### config.mk
export PLATFORM = sky130hd
export DESIGN_NAME = op_alu_seq
export DESIGN_NICKNAME = d
export VERILOG_FILES = /design/src/rtl/op_alu_seq.sv
export SDC_FILE = /design/constraint.sdc
export NUM_CORES = 1
export LEC_CHECK = 0
export CAP_MARGIN = 20
export CORE_MARGIN = 4
export CORE_UTILIZATION = 22
export DETAILED_ROUTE_END_ITERATION = 12
export PLACE_DENSITY = 0.79
export SLEW_MARGIN = 25
export SYNTH_ARGS = -nofsm -noshare
export SYNTH_HDL_FRONTEND = slang
export SYNTH_SLANG_ARGS = --single-unit
### constraint.sdc
create_clock -name clk_i -period 1.4 [get_ports clk_i]
set_input_delay 0.28 -clock clk_i [delete_from_list [all_inputs] [get_ports clk_i]]
set_output_delay 0.28 -clock clk_i [all_outputs]
set_load 0.01 [all_outputs]
### src/rtl/op_alu_seq.sv
// Self-sequencing integer ALU instruction unit: decodes OP-IMM/OP/OP-IMM-32/OP-32 from the held IR
// and steps the datapath through operand load, execute and next-instruction fetch.
module op_alu_seq #(
    parameter int XLEN   = 64,
    parameter int EN_REG = 1,
    parameter int LANE   = 16,
    localparam int RMW   = XLEN / LANE
) (
    input  logic           clk_i,
    input  logic           reset_i,
    input  logic           go_i,
    input  logic [31:0]    ir_i,
    input  logic           trap_i,
    input  logic           ack_i,
    output logic           busy_o,
    output logic           done_o,
    output logic           illegal_o,
    output logic           defined_o,
    output logic           ra_ir1_o,
    output logic           ra_ir2_o,
    output logic           ra_ird_o,
    output logic           alua_rf_o,
    output logic           alub_rf_o,
    output logic           alub_imm6i_o,
    output logic           alub_imm12_o,
    output logic           rf_alu_o,
    output logic [RMW-1:0] rmask_o,
    output logic [9:0]     alu_op_o,
    output logic           istb_o,
    output logic           ir_dat_irl_o
);

    typedef enum logic [2:0] {
        S_IDLE  = 3'd0,
        S_LDB   = 3'd1,
        S_LDA   = 3'd2,
        S_EXE   = 3'd3,
        S_FETCH = 3'd4
    } state_t;

    // alu_op_o bit positions
    localparam int B_CFLAG = 9;
    localparam int B_SUM   = 8;
    localparam int B_AND   = 7;
    localparam int B_XOR   = 6;
    localparam int B_INVB  = 5;
    localparam int B_LSH   = 4;
    localparam int B_RSH   = 3;
    localparam int B_LTU   = 2;
    localparam int B_LTS   = 1;
    localparam int B_SX32  = 0;

    state_t state_q;
    state_t state_d;

    logic [6:0] opc;
    logic [2:0] f3;
    logic [6:0] f7;
    logic [4:0] rd;
    logic       is_opimm;
    logic       is_op;
    logic       is_opimm32;
    logic       is_op32;
    logic       imm_form;
    logic       w_form;
    logic       shift_f3;
    logic       shamt_ok;
    logic       funct7_ok;
    logic [9:0] alu_op_dec;
    logic       unused_ir;

    assign opc        = ir_i[6:0];
    assign f3         = ir_i[14:12];
    assign f7         = ir_i[31:25];
    assign rd         = ir_i[11:7];
    assign unused_ir  = ^ir_i[24:15];

    assign is_opimm   = (opc == 7'b0010011);
    assign is_op      = (opc == 7'b0110011) && (EN_REG != 0);
    assign is_opimm32 = (opc == 7'b0011011) && (XLEN == 64);
    assign is_op32    = (opc == 7'b0111011) && (XLEN == 64) && (EN_REG != 0);
    assign imm_form   = is_opimm | is_opimm32;
    assign w_form     = is_opimm32 | is_op32;
    assign shift_f3   = (f3 == 3'b001) || (f3 == 3'b101);

    // shamt[5] only exists for 64-bit shifts on a 64-bit datapath
    assign shamt_ok   = ((ir_i[31:26] == 6'b000000) ||
                         ((ir_i[31:26] == 6'b010000) && (f3 == 3'b101))) &&
                        !(ir_i[25] && ((XLEN == 32) || w_form));
    assign funct7_ok  = (f7 == 7'b0000000) ||
                        ((f7 == 7'b0100000) && ((f3 == 3'b000) || (f3 == 3'b101)));

    always_comb begin
        defined_o = 1'b0;
        if (imm_form) begin
            defined_o = !shift_f3 || shamt_ok;
        end else if (is_op || is_op32) begin
            defined_o = funct7_ok;
        end
    end

    // IR[30] selects SUB/SRA; defined encodings only set it for those forms
    always_comb begin
        alu_op_dec = 10'd0;
        case (f3)
            3'b000: begin
                alu_op_dec[B_SUM] = 1'b1;
                if (!imm_form && ir_i[30]) begin
                    alu_op_dec[B_CFLAG] = 1'b1;
                    alu_op_dec[B_INVB]  = 1'b1;
                end
            end
            3'b001: alu_op_dec[B_LSH] = 1'b1;
            3'b010: begin
                alu_op_dec[B_CFLAG] = 1'b1;
                alu_op_dec[B_INVB]  = 1'b1;
                alu_op_dec[B_LTS]   = 1'b1;
            end
            3'b011: begin
                alu_op_dec[B_CFLAG] = 1'b1;
                alu_op_dec[B_INVB]  = 1'b1;
                alu_op_dec[B_LTU]   = 1'b1;
            end
            3'b100: alu_op_dec[B_XOR] = 1'b1;
            3'b101: begin
                alu_op_dec[B_RSH]   = 1'b1;
                alu_op_dec[B_CFLAG] = ir_i[30];
            end
            3'b110: begin
                alu_op_dec[B_AND] = 1'b1;
                alu_op_dec[B_XOR] = 1'b1;
            end
            default: alu_op_dec[B_AND] = 1'b1;
        endcase
        alu_op_dec[B_SX32] = w_form;
    end

    always_ff @(posedge clk_i) begin
        if (reset_i) begin
            state_q <= S_IDLE;
        end else begin
            state_q <= state_d;
        end
    end

    always_comb begin
        state_d = state_q;
        case (state_q)
            S_IDLE:  if (go_i && defined_o) state_d = S_LDB;
            S_LDB:   state_d = S_LDA;
            S_LDA:   state_d = S_EXE;
            S_EXE:   state_d = S_FETCH;
            S_FETCH: if (ack_i) state_d = S_IDLE;
            default: state_d = S_IDLE;
        endcase
        if (trap_i && (state_q != S_IDLE)) begin
            state_d = S_IDLE;
        end
    end

    always_comb begin
        busy_o       = (state_q != S_IDLE);
        done_o       = 1'b0;
        illegal_o    = 1'b0;
        ra_ir1_o     = 1'b0;
        ra_ir2_o     = 1'b0;
        ra_ird_o     = 1'b0;
        alua_rf_o    = 1'b0;
        alub_rf_o    = 1'b0;
        alub_imm6i_o = 1'b0;
        alub_imm12_o = 1'b0;
        rf_alu_o     = 1'b0;
        rmask_o      = '0;
        alu_op_o     = 10'd0;
        istb_o       = 1'b0;
        ir_dat_irl_o = 1'b0;
        case (state_q)
            S_IDLE: illegal_o = go_i && !defined_o;
            S_LDB: begin
                if (imm_form) begin
                    alub_imm6i_o = shift_f3;
                    alub_imm12_o = !shift_f3;
                end else begin
                    ra_ir2_o = 1'b1;
                end
            end
            S_LDA: begin
                ra_ir1_o  = 1'b1;
                alub_rf_o = !imm_form;
            end
            S_EXE: begin
                alua_rf_o = 1'b1;
                ra_ird_o  = 1'b1;
                alu_op_o  = alu_op_dec;
                // a trapped instruction must not reach the register file
                rf_alu_o  = !trap_i;
                rmask_o   = ((rd != 5'd0) && !trap_i) ? '1 : '0;
            end
            S_FETCH: begin
                istb_o       = 1'b1;
                ir_dat_irl_o = 1'b1;
                done_o       = ack_i && !trap_i;
            end
            default: ;
        endcase
    end

endmodule
======== Word-level counts from Yosys, hierarchy flattened ========
Cells that the tools add are included.
storage, ports and cells
  output and inout bits ................... 28
  input bits .............................. 37
  bits in registers ....................... 3
operators by class
  reductions and logical operators ........ 32
  equality and inequality tests ........... 18
  bitwise operators ....................... 2
  multiplexer cells ....................... 31
operators with widths
  cell                                                  count
  two-way mux 1 bit                                     23
  equality test 7 x 6 -> 1 bit (second input constant)  3
  case mux 3 bit (5 select lines)                       1
  equality test 7 x 5 -> 1 bit (second input constant)  2
  equality test 3 x 2 -> 1 bit (second input constant)  4
  equality test 3 bit (second input constant)           4
  logical AND 1 bit                                     10
  two-way mux 10 bit                                    1
  two-way mux 4 bit                                     2
  logical NOT 7 bit                                     1
  equality test 3 x 1 -> 1 bit (second input constant)  2
  equality test 6 x 5 -> 1 bit (second input constant)  1
  logical NOT 3 bit                                     2
  logical NOT 6 bit                                     1
  logical OR 1 bit                                      6
  two-way mux 3 bit                                     2
  OR reduction 2 bit                                    3
  OR reduction 6 bit                                    1
  logical NOT 1 bit                                     5
  nonzero test 5 bit                                    1
  inequality test 2 bit (second input constant)         2
  case mux 1 bit (3 select lines)                       1
  nonzero test 3 bit                                    1
  OR 1 bit                                              2
  2 further kinds                                       2

======== Depth between registers and ports, before layout ========
  depth in word-level cells ............... 10
  gate-level depth with buffers ........... 6

======== Worst setup path before layout ========
OpenSTA, ideal clock, no wires.
  path kind ............................... reg-to-output
  start ................................... register state_q[1]
  end ..................................... output port done_o
  stages on the path, launching flop included .. 4
  data required time ...................... 1.120 ns
  arrival time ............................ 1.336 ns
  slack ................................... -0.216 ns
  path buffers ............................ 1
  cell sequence ........................... dfxtp_1 > clkbuf_1 > nor3b_1 > nor3b_1
between the ends
  longest elaborated chain between the ends .. 2
ends and longest elaborated chain
  what                    RTL line  text
  start, declared         53        state_t state_q;
  start signal, assigned  142       state_q <= state_d;
  equality test 3 bit     177       case (state_q)
  two-way mux 1 bit       177
  end, declared           16        output logic done_o,
Every way passes these cells.

======== Worst setup path after layout ========
  start ................................... input port ir_i[6]
  end ..................................... output port alu_op_o[9]
between the ends
  longest elaborated chain between the ends .. 7
  elaborated cells on any way between the ends .. 8
  classes of those cells .................. eq/ne (2); mux (3); bitwise (1); reduce/logical (2)
ends and longest elaborated chain
  what                                                    RTL line  text
  start, declared                                         12        input logic [31:0] ir_i,
  equality test 7 x 5 -> 1 bit, on equally long branches  78, 80
  OR 1 bit *                                              82        assign imm_form = is_opimm | is_opimm32;
  logical NOT 1 bit *                                     108       if (!imm_form && ir_i[30]) begin
  logical AND 1 bit *                                     108
  two-way mux 1 bit *                                     108
  case mux 1 bit (3 select lines) *                       105       case (f3)
  two-way mux 10 bit *                                    177
  end, declared                                           28        output logic [9:0] alu_op_o,
Every way passes the cells marked *; elsewhere a longest branch is shown, timed or not.

==> impl_metrics.py <==
metrics = {
    "critical_path": {
        "critPathSlowestCell": "or3_4",
        "crit_buf_inv": 2,
        "crit_required_ns": 1.12,
        "worstPathArrival_ns": 1.49,
        "crit_fanout": 4,
        "cpPeakStageDelay_ns": 0.40,
        "critPathTopFamily": "simple AND/OR/NAND/NOR gates",
        "path_class": "primary input to primary output",
        "critPathLaunchType": "primary input",
        "end_kind": "primary output",
        "r2r_end": "state_q[2]$_SDFFE_PP0P_",
        "r2r_slack_ns": 0.22,
        "reg2reg_depth": 7,
        "rr_startpoint": "state_q[2]$_SDFFE_PP0P_",
        "path_cells": "dlygate4sd2_1 > or3_4 > a31oi_4 > nor3_2 > a41o_1 > buf_2",
    },
    "grt": {
        "grt_overflow": 0,
        "grt_util_all_layers_pct": 16.2,
        "grt_pass1_wl_um": 3470,
        "antenna_found_initial": 0,
        "first_global_vias": 815,
        "grt_max_degree": 9,
    },
    "layout": {
        "final_cell_mix": "buf_6, buf_4, buf_2",
        "num_antenna_cells": 0,
        "largestRegisters": "state_q (3)",
        "final_common_cell": "buf_6",
        "layout.area.seq_um2": 63.8,
        "top_register": "state_q",
        "largest_reg_flops": 3,
        "drive_gt1_share_pct": 70.1,
        "fin_cells": 181,
        "utilization_pct": 71.3,
        "n_fill_cell": 146,
        "final_nets": 192,
        "multiInputGateArea_um2": 490,
        "area_growth_pct": 200,
    },
    "place": {
        "io_buffers": 54,
        "gp_congestion": 0.761,
        "dp.cells": 165,
        "dp_slack_ns": -1.03,
        "dpl.hpwl_um": 1690,
    },
    "worst_hold_path": {
        "hold_class": "primary input to register",
        "min_to": "state_q[2]$_SDFFE_PP0P_",
        "worst_hold_startpoint": "reset_i",
        "hold_path_depth": 2,
    },
    "die": {
        "num_rows": 16,
        "start_util_pct": 23.8,
        "ios": 65,
        "die_w_um": 54.5,
        "die_y_um": 54.5,
        "die-area_um2": 2970,
        "core_area_um2": 2000,
    },
    "logic_synthesis": {
        "synth_top_area_share_pct": 12.6,
        "yosysWarnings": 0,
        "synth.distinct_cells": 34,
        "synth_top_area_cell": "dfxtp_1",
        "syn_inst": 68,
        "syn_area_per_cell_um2": 6.99,
        "synth_nets": 105,
        "synth-seq-cells": 3,
        "synthTopCellsByArea": "dfxtp_1, buf_4, nor2_1, and3_1, a31oi_4",
        "synth_area_um2": 475,
        "ys_seq_area_share_pct": 12.6,
    },
    "clocking": {
        "cts_buffer_depth": 2,
        "tritoncts": "built",
        "htree_levels": 1,
        "cts_buffers": 3,
        "clkTransAtPathRegs_ns": 0.04,
        "clock_latency_ns": 0.23,
        "clkSinkCount": 3,
        "ctsHoldBuffers": 0,
        "root_buffer": "clkbuf_4",
    },
    "timing": {
        "min_period_ns": 1.77,
        "finClkSkew_ns": 0.00342,
        "slew_violations": 0,
        "tightestPinTransition_ns": 0.256,
        "hold_ws_ns": 0.654,
        "setup_ws_ns": -0.369,
        "rsz0062_at_grt": "yes",
        "finalHoldViolations": 0,
        "max_freq_mhz": 565,
        "setup_viol_count_final": 28,
        "fin_crit_sh_pct": 126,
        "slew_headroom_pct": 82.8,
    },
    "power": {
        "cellPowerDensity_nw_per_um2": 271,
        "p_leak_nw": 0.738,
        "ir_drop_v": 0.000299,
        "p_total_uw": 388,
    },
    "job": {
        "drv_cap": 0,
    },
    "routing": {
        "routedWlPerCell_um": 12.9,
        "vias": 821,
        "ant_nets": 0,
        "wl_um": 2330,
        "drtPass1Iterations": 4,
        "drc": 0,
        "vias_per_cell": 4.54,
        "drtIter0Drc": 7,
    },
    "run_status": {
        "status": "finished, violations left",
        "violations": "negative setup slack",
    },
}
[area by class of cell]
type,instances,area share (%)
Timing Repair Buffer,89,55.5
Sequential cell,3,4.47
Multi-Input combinational cell,53,34.4
Inverter,5,1.49
Clock buffer,4,1.84
Tap cell,27,2.37
[per-layer routing]
layer / GRT usage [%] / vias to the layer above / part of all wire, %
met5: 0 / - / 0
met4: 3.73 / 0 / 0.21
met3: 3.54 / 2 / 10
met2: 33.3 / 40 / 55
met1: 16.0 / 369 / 35
li1: - / 410 / -
[worst max-delay path by stage]
| stage | startpoint | to | slack [ns] | depth (start not counted) |
|---|---|---|---|---|
| 2_1_floorplan | ir_i[2] | alu_op_o[9] | -0.16 | 5 |
| 6_report | ir_i[6] | alu_op_o[9] | -0.37 | 6 |
| 3_5_place_dp | ir_i[2] | alu_op_o[9] | -1.03 | 7 |
| 5_1_grt | ir_i[2] | alu_op_o[9] | -0.42 | 7 |
| 4_1_cts | ir_i[2] | alu_op_o[9] | -0.38 | 7 |
| 3_3_place_gp | ir_i[1] | alu_op_o[9] | -1.01 | 7 |
[timing repair]
item | in CTS | in global routing
cloned | 0 | 0
gates resized for setup | 201 | 24
pin swaps | 21 | 8
setup endpoints to repair | 29 | 28
setup buffers | 10 | 2
[synthesized netlist by cell type, drive strengths merged]
| cell type | number |
|---|---|
| xor2 | 1 |
| and3 | 4 |
| clkbuf | 1 |
| or3b | 1 |
| nand3 | 2 |
| nor2b | 1 |
| xnor2 | 1 |
| a21oi | 2 |
| nor2 | 11 |
| or2 | 2 |
| buf | 6 |
| nand4 | 1 |
| nand3b | 1 |
| a31oi | 1 |
| dfxtp | 3 |
| o211ai | 1 |
| nand2b | 1 |
| and2 | 2 |
| o211a | 1 |
| o21ai | 2 |
| or4 | 1 |
| o21a | 1 |
| nor3 | 5 |
| o22a | 1 |
| a41o | 1 |
| nand2 | 3 |
| nand4b | 1 |
| nor3b | 2 |
| inv | 5 |
| or3 | 1 |
| nor4 | 2 |
[worst reg2reg max path: cells and delay by family, from the launching register on]
| kind | cells | cell delay, ns |
|---|---|---|
| AO/OA/AOI/OAI | 1 | 0.11 |
| flip-flops | 1 | 0.33 |
| buffers and inverters | 4 | 0.41 |
| AND/OR/NAND/NOR | 2 | 0.22 |
[report_power, final]
group	internal, mW	switching [mW]	leakage [nW]	total (mW)
Clock	0.107	0.0421	0.0150	0.149
Sequential	0.0861	0.000107	0.0257	0.0862
Combinational	0.0915	0.0611	0.697	0.153
Total	0.284	0.103	0.738	0.388
[per-stage QoR]
step | instance area [um2] | TNS [ns]
4_1_cts | 1300 | -5.01
3_3_place_gp | 1190 | -17.95
2_1_floorplan | 522 | -0.601
5_1_grt | 1430 | -7.09
3_5_place_dp | 1190 | -18.43
6_report | 1430 | -5.42
[cell families after synthesis]
group	synth area share [%]
DFF	12.6
and+or+nand+nor	51.6
xor gates and xnor gates	3.68
AOI/OAI and AO/OA	17.9
buffers and inverters	14.2
Power figures use the tool's default switching activity.
